<file path="config.mk">
export PLATFORM = sky130hd
export DESIGN_NAME = vga_timing_gen
export DESIGN_NICKNAME = d
export VERILOG_FILES = /design/src/rtl/vga_timing_gen.sv
export SDC_FILE = /design/constraint.sdc
export NUM_CORES = 1
export LEC_CHECK = 0
export ABC_AREA = 1
export CAP_MARGIN = 20
export CORE_ASPECT_RATIO = 1.2
export CORE_UTILIZATION = 52
export CTS_CLUSTER_SIZE = 28
export DETAILED_ROUTE_END_ITERATION = 10
export PLACE_DENSITY_LB_ADDON = 0.08
export SLEW_MARGIN = 15
export SYNTH_ARGS = -nofsm -noshare
export SYNTH_HDL_FRONTEND = slang
export SYNTH_SLANG_ARGS = --single-unit
export TNS_END_PERCENT = 5
</file>
<file path="constraint.sdc">
create_clock -name clk_in -period 2.05 [get_ports clk_in]
set_clock_uncertainty 0.15 [all_clocks]
set_input_delay 0.41 -clock clk_in [delete_from_list [all_inputs] [get_ports clk_in]]
set_output_delay 0.41 -clock clk_in [all_outputs]
set_load 0.1 [all_outputs]
</file>
<file path="src/rtl/vga_timing_gen.sv">
// vga_timing_gen
//   Raster scan generator for the VGA colour driver. It divides clk_in down
//   to the pixel rate and walks a horizontal/vertical counter pair through
//   the visible area, porches and sync pulses. The defaults give
//   640x480@60 Hz from a 100 MHz board clock.
//
// Ports
//   clk_in        system clock
//   rst_in        synchronous reset, active high
//   current_row   horizontal counter h, 0..H_TOTAL-1
//   current_line  vertical counter v, 0..V_TOTAL-1
//   enable        high while (h, v) is inside the visible area
//   hsync         horizontal sync, active low
//   vsync         vertical sync, active low
//   pixel_tick    one-cycle strobe on the first clk_in cycle of each pixel
//   frame_start   one-cycle strobe on the first clk_in cycle of pixel (0,0)
//
// All outputs are registered. The visible-area and sync flags are decoded
// from the next-state counter values, so they line up with
// current_row/current_line in the same cycle.
module vga_timing_gen #(
  parameter int CLK_DIV   = 4,
  parameter int H_VISIBLE = 640,
  parameter int H_FRONT   = 16,
  parameter int H_SYNC    = 96,
  parameter int H_BACK    = 48,
  parameter int V_VISIBLE = 480,
  parameter int V_FRONT   = 10,
  parameter int V_SYNC    = 2,
  parameter int V_BACK    = 33
) (
  input  logic       clk_in,
  input  logic       rst_in,
  output logic [9:0] current_row,
  output logic [9:0] current_line,
  output logic       enable,
  output logic       hsync,
  output logic       vsync,
  output logic       pixel_tick,
  output logic       frame_start
);

  localparam int H_TOTAL = H_VISIBLE + H_FRONT + H_SYNC + H_BACK;
  localparam int V_TOTAL = V_VISIBLE + V_FRONT + V_SYNC + V_BACK;

  // With CLK_DIV=1 the divider is a single bit that never leaves 0.
  localparam int DIV_W = (CLK_DIV > 1) ? $clog2(CLK_DIV) : 1;
  localparam logic [DIV_W-1:0] DIV_LAST = DIV_W'(CLK_DIV - 1);

  localparam logic [9:0] H_LAST = 10'(H_TOTAL - 1);
  localparam logic [9:0] V_LAST = 10'(V_TOTAL - 1);

  // Window bounds are 11 bits wide so that a window ending exactly at a
  // total of 1024 does not wrap to zero.
  localparam logic [10:0] H_VIS_END  = 11'(H_VISIBLE);
  localparam logic [10:0] HS_START   = 11'(H_VISIBLE + H_FRONT);
  localparam logic [10:0] HS_END     = 11'(H_VISIBLE + H_FRONT + H_SYNC);
  localparam logic [10:0] V_VIS_END  = 11'(V_VISIBLE);
  localparam logic [10:0] VS_START   = 11'(V_VISIBLE + V_FRONT);
  localparam logic [10:0] VS_END     = 11'(V_VISIBLE + V_FRONT + V_SYNC);

  logic [DIV_W-1:0] div;
  logic             advance;
  logic [9:0]       h_next;
  logic [9:0]       v_next;
  logic [10:0]      h_ext;
  logic [10:0]      v_ext;

  always_comb begin
    advance = (div == DIV_LAST);
    h_next  = current_row;
    v_next  = current_line;
    if (advance) begin
      if (current_row == H_LAST) begin
        h_next = '0;
        v_next = (current_line == V_LAST) ? 10'd0 : current_line + 10'd1;
      end else begin
        h_next = current_row + 10'd1;
      end
    end
    h_ext = {1'b0, h_next};
    v_ext = {1'b0, v_next};
  end

  always_ff @(posedge clk_in) begin
    if (rst_in) begin
      div          <= '0;
      current_row  <= '0;
      current_line <= '0;
      enable       <= 1'b1;
      hsync        <= 1'b1;
      vsync        <= 1'b1;
      pixel_tick   <= 1'b0;
      frame_start  <= 1'b0;
    end else begin
      div          <= advance ? '0 : div + 1'b1;
      current_row  <= h_next;
      current_line <= v_next;
      enable       <= (h_ext < H_VIS_END) && (v_ext < V_VIS_END);
      hsync        <= !((h_ext >= HS_START) && (h_ext < HS_END));
      vsync        <= !((v_ext >= VS_START) && (v_ext < VS_END));
      pixel_tick   <= advance;
      // An advance that lands on (0,0) can only come from the frame wrap.
      frame_start  <= advance && (h_next == 10'd0) && (v_next == 10'd0);
    end
  end

endmodule

</file>
==> impl_metrics.env <==
export IMPL_synthTopCellsByArea="dfxtp_1, nand2_1, nor2_1"
export IMPL_syn_area_um2=1590
export IMPL_layout_common_cells="nand2_1, nor2_1, inv_1, nand3_1, buf_12"
export IMPL_swShare_pct=27.94
export IMPL_wl_met1_mm=1.712
export IMPL_drive_gt1_share_pct=36.73
export IMPL_start_kind="flop"
export IMPL_syn_nets=243
export IMPL_die_area_um2=3284
export IMPL_clkSlewWorstSetupHoldPaths_ns=0.16
export IMPL_vias=1583
export IMPL_cts_tree="done"
export IMPL_fillCellCount=203
export IMPL_final_common_cell="nand2_1"
export IMPL_grt_start_max_net_pins=22
export IMPL_seq_power_share_pct=60.0
export IMPL_dr_max_layer_used="met4"
export IMPL_first_pass_iters=4
export IMPL_cp_arrival_ns=2.02
export IMPL_wl_per_cell_um=12.32
export IMPL_dr_first_iter_drc_count=30
export IMPL_endpoint_kind="flop"
export IMPL_hold_violations=0
export IMPL_syn2layout_area_growth_pct=43.35
export IMPL_required_ns=2.15
export IMPL_hold_class="reg2reg"
export IMPL_numCtsBuffers=3
export IMPL_yosysSeqAreaShare_pct=33.99
export IMPL_p_leak_nw=1.016
export IMPL_grt_antenna_before_repair=0
export IMPL_grt_overflow_total=0
export IMPL_fin_ws_ns=0.1305
export IMPL_clock_latency_ns=0.34
export IMPL_synth_top_area_share_pct=33.99
export IMPL_outcome="finished, final reports clean"
export IMPL_grt_pass1_wl_mm=6.189
export IMPL_io_pins=27
export IMPL_cts_hold_buf=0
export IMPL_drt_drc_violations_left=0
export IMPL_grt_pass1_vias=1427
export IMPL_initial_core_util_pct=56.04
export IMPL_fmax_ghz=0.5210
export IMPL_power_internal_mw=0.6477
export IMPL_met3_length_um=66
export IMPL_clkSinkCount=27
export IMPL_io_buffers=26
export IMPL_post_place_ws_ns=0.01433
export IMPL_setup_viol=0
export IMPL_path_class="reg2reg"
export IMPL_ys_warn_count=0
export IMPL_fin_crit_sh_pct=93.63
export IMPL_tightest_slew_ns=0.2905
export IMPL_clockBufferDepth=2
export IMPL_placed_area_um2=2138
export IMPL_clkPwrFrac_pct=27.0
export IMPL_avgSynthCellArea_um2=6.710
export IMPL_crit_fanout=6
export IMPL_dieWidth_um=52.48
export IMPL_final_area_um2=2280
export IMPL_row_count=21
export IMPL_antenna_left=0
export IMPL_root_buffer="clkbuf_4"
export IMPL_yosysTopAreaCell="dfxtp_1"
export IMPL_max_vdd_ir_drop_v=0.0003849
export IMPL_reg2reg_slack_ns=0.13
export IMPL_synth_distinct_cells=29
export IMPL_grtUsageTotal_pct=24.90
export IMPL_fin_nets=282
export IMPL_synth_seq_cells=27
export IMPL_synth_cells=237
export IMPL_h_tree_depth=1
export IMPL_vias_per_cell=5.123
export IMPL_postRouteWirelength_mm=3.808
export IMPL_maxSlewViolCount=0
export IMPL_drv_cap=0
export IMPL_final_min_clock_period_ns=1.919
export IMPL_die_y_um=62.58
export IMPL_place_congestion=0.8260
export IMPL_dpl_hpwl_mm=2.902
export IMPL_met2_length_mm=1.931
export IMPL_comb_power_share_pct=13.0
export IMPL_fp_coreArea_um2=2838
export IMPL_diodes=0
export IMPL_p_switching_mw=0.2512
export IMPL_slew_limit_headroom_pct=80.49
export IMPL_power_density_nw_per_um2=394.3
==> stage by stage <==
step	power (mW)	TNS, ns	instances	utilization [%]	hold WS (ns)
floorplan	0.6215	0	237	-	0.2543
global placement	0.6562	0	300	75.35	0.2612
detailed placement	0.6568	0	300	75.35	0.2726
CTS	0.8975	0	304	76.72	0.2926
global route	0.9386	-0.05202	309	80.34	0.3270
finish	0.8989	0	309	80.34	0.3012
==> logic make-up (layout without fill, tap and decap cells) <==
group           after synthesis  after routing  synth area share (%)
simple gates                155            155                 47.13
buf+inv                      35             73                 9.205
flops                        27             27                 33.99
compound gates               11             11                 3.777
xor+xnor                      5              5                 2.754
fa+ha+maj                     4              4                 3.147
==> power by group through the flow <==
| stage | Clock, mW | Sequential, mW | Combinational (mW) |
|---|---|---|---|
| after floorplan | 0 | 0.580 | 0.0419 |
| after global placement | 0 | 0.546 | 0.110 |
| after detailed placement | 0 | 0.547 | 0.110 |
| after CTS | 0.251 | 0.535 | 0.111 |
| after global routing | 0.272 | 0.541 | 0.125 |
| final | 0.243 | 0.539 | 0.117 |
==> what timing repair did <==
item	in CTS	in global routing
buffers inserted	0	5
pin swaps	0	5
setup endpoints to repair	2	4
resized for setup	1	18
==> path summary, 6_finish.rpt <==
path | startpoint | cells past startpoint | to
hold / removal | div[0] | 1 | div[0]
setup reg to reg | current_row[1] | 11 | vsync
hold reg to reg | div[0] | 1 | div[0]
setup / recovery | current_row[1] | 11 | vsync
==> Yosys cell counts, drive strengths merged <==
cell type and instances:
nand2 65, nor2 49, inv 30, dfxtp 27
nand3 26, nand4 6, nor3 5, o21ai 5
a21oi 4, ha 4, xor2 4, buf 2
clkbuf 2, nor4 2, and2 1, clkinv 1
nor3b 1, o21bai 1, o31ai 1, xnor2 1
==> critical path: stages, from the launching register on <==
cell	delay [ns]
dfxtp_4	0.39
ha_4	0.13
nand2_1	0.08
nor2_4	0.16
nand3_4	0.13
buf_4	0.16
clkinv_1	0.05
nand4_1	0.18
nand2_2	0.15
nand2_1	0.05
nor2_1	0.10
nand3_1	0.09
==> routing by layer <==
metal	vias up	track usage [%]
li1	827	-
met3	9	1.460
met1	719	31.52
met5	-	0
met4	0	13.16
met2	28	40.98
==> state kept, by name, indices dropped and copies added (netlist names) <==
register      cells
vsync             1
current_line     10
enable            1
pixel_tick        1
frame_start       1
current_row      10
div               2
hsync             1
==> area by class of cell <==
| type | instances | area [um2] | area share [%] |
|---|---|---|---|
| Multi-Input combinational cell | 175 | 972.2 | 42.65 |
| Inverter | 31 | 116.4 | 5.104 |
| Timing Repair Buffer | 38 | 541.8 | 23.77 |
| Sequential cell | 27 | 576.8 | 25.30 |
| Tap cell | 34 | 42.54 | 1.866 |
| Clock buffer | 3 | 22.52 | 0.9879 |
| Clock inverter | 1 | 7.507 | 0.3293 |
(Power assumes the default switching activity.)
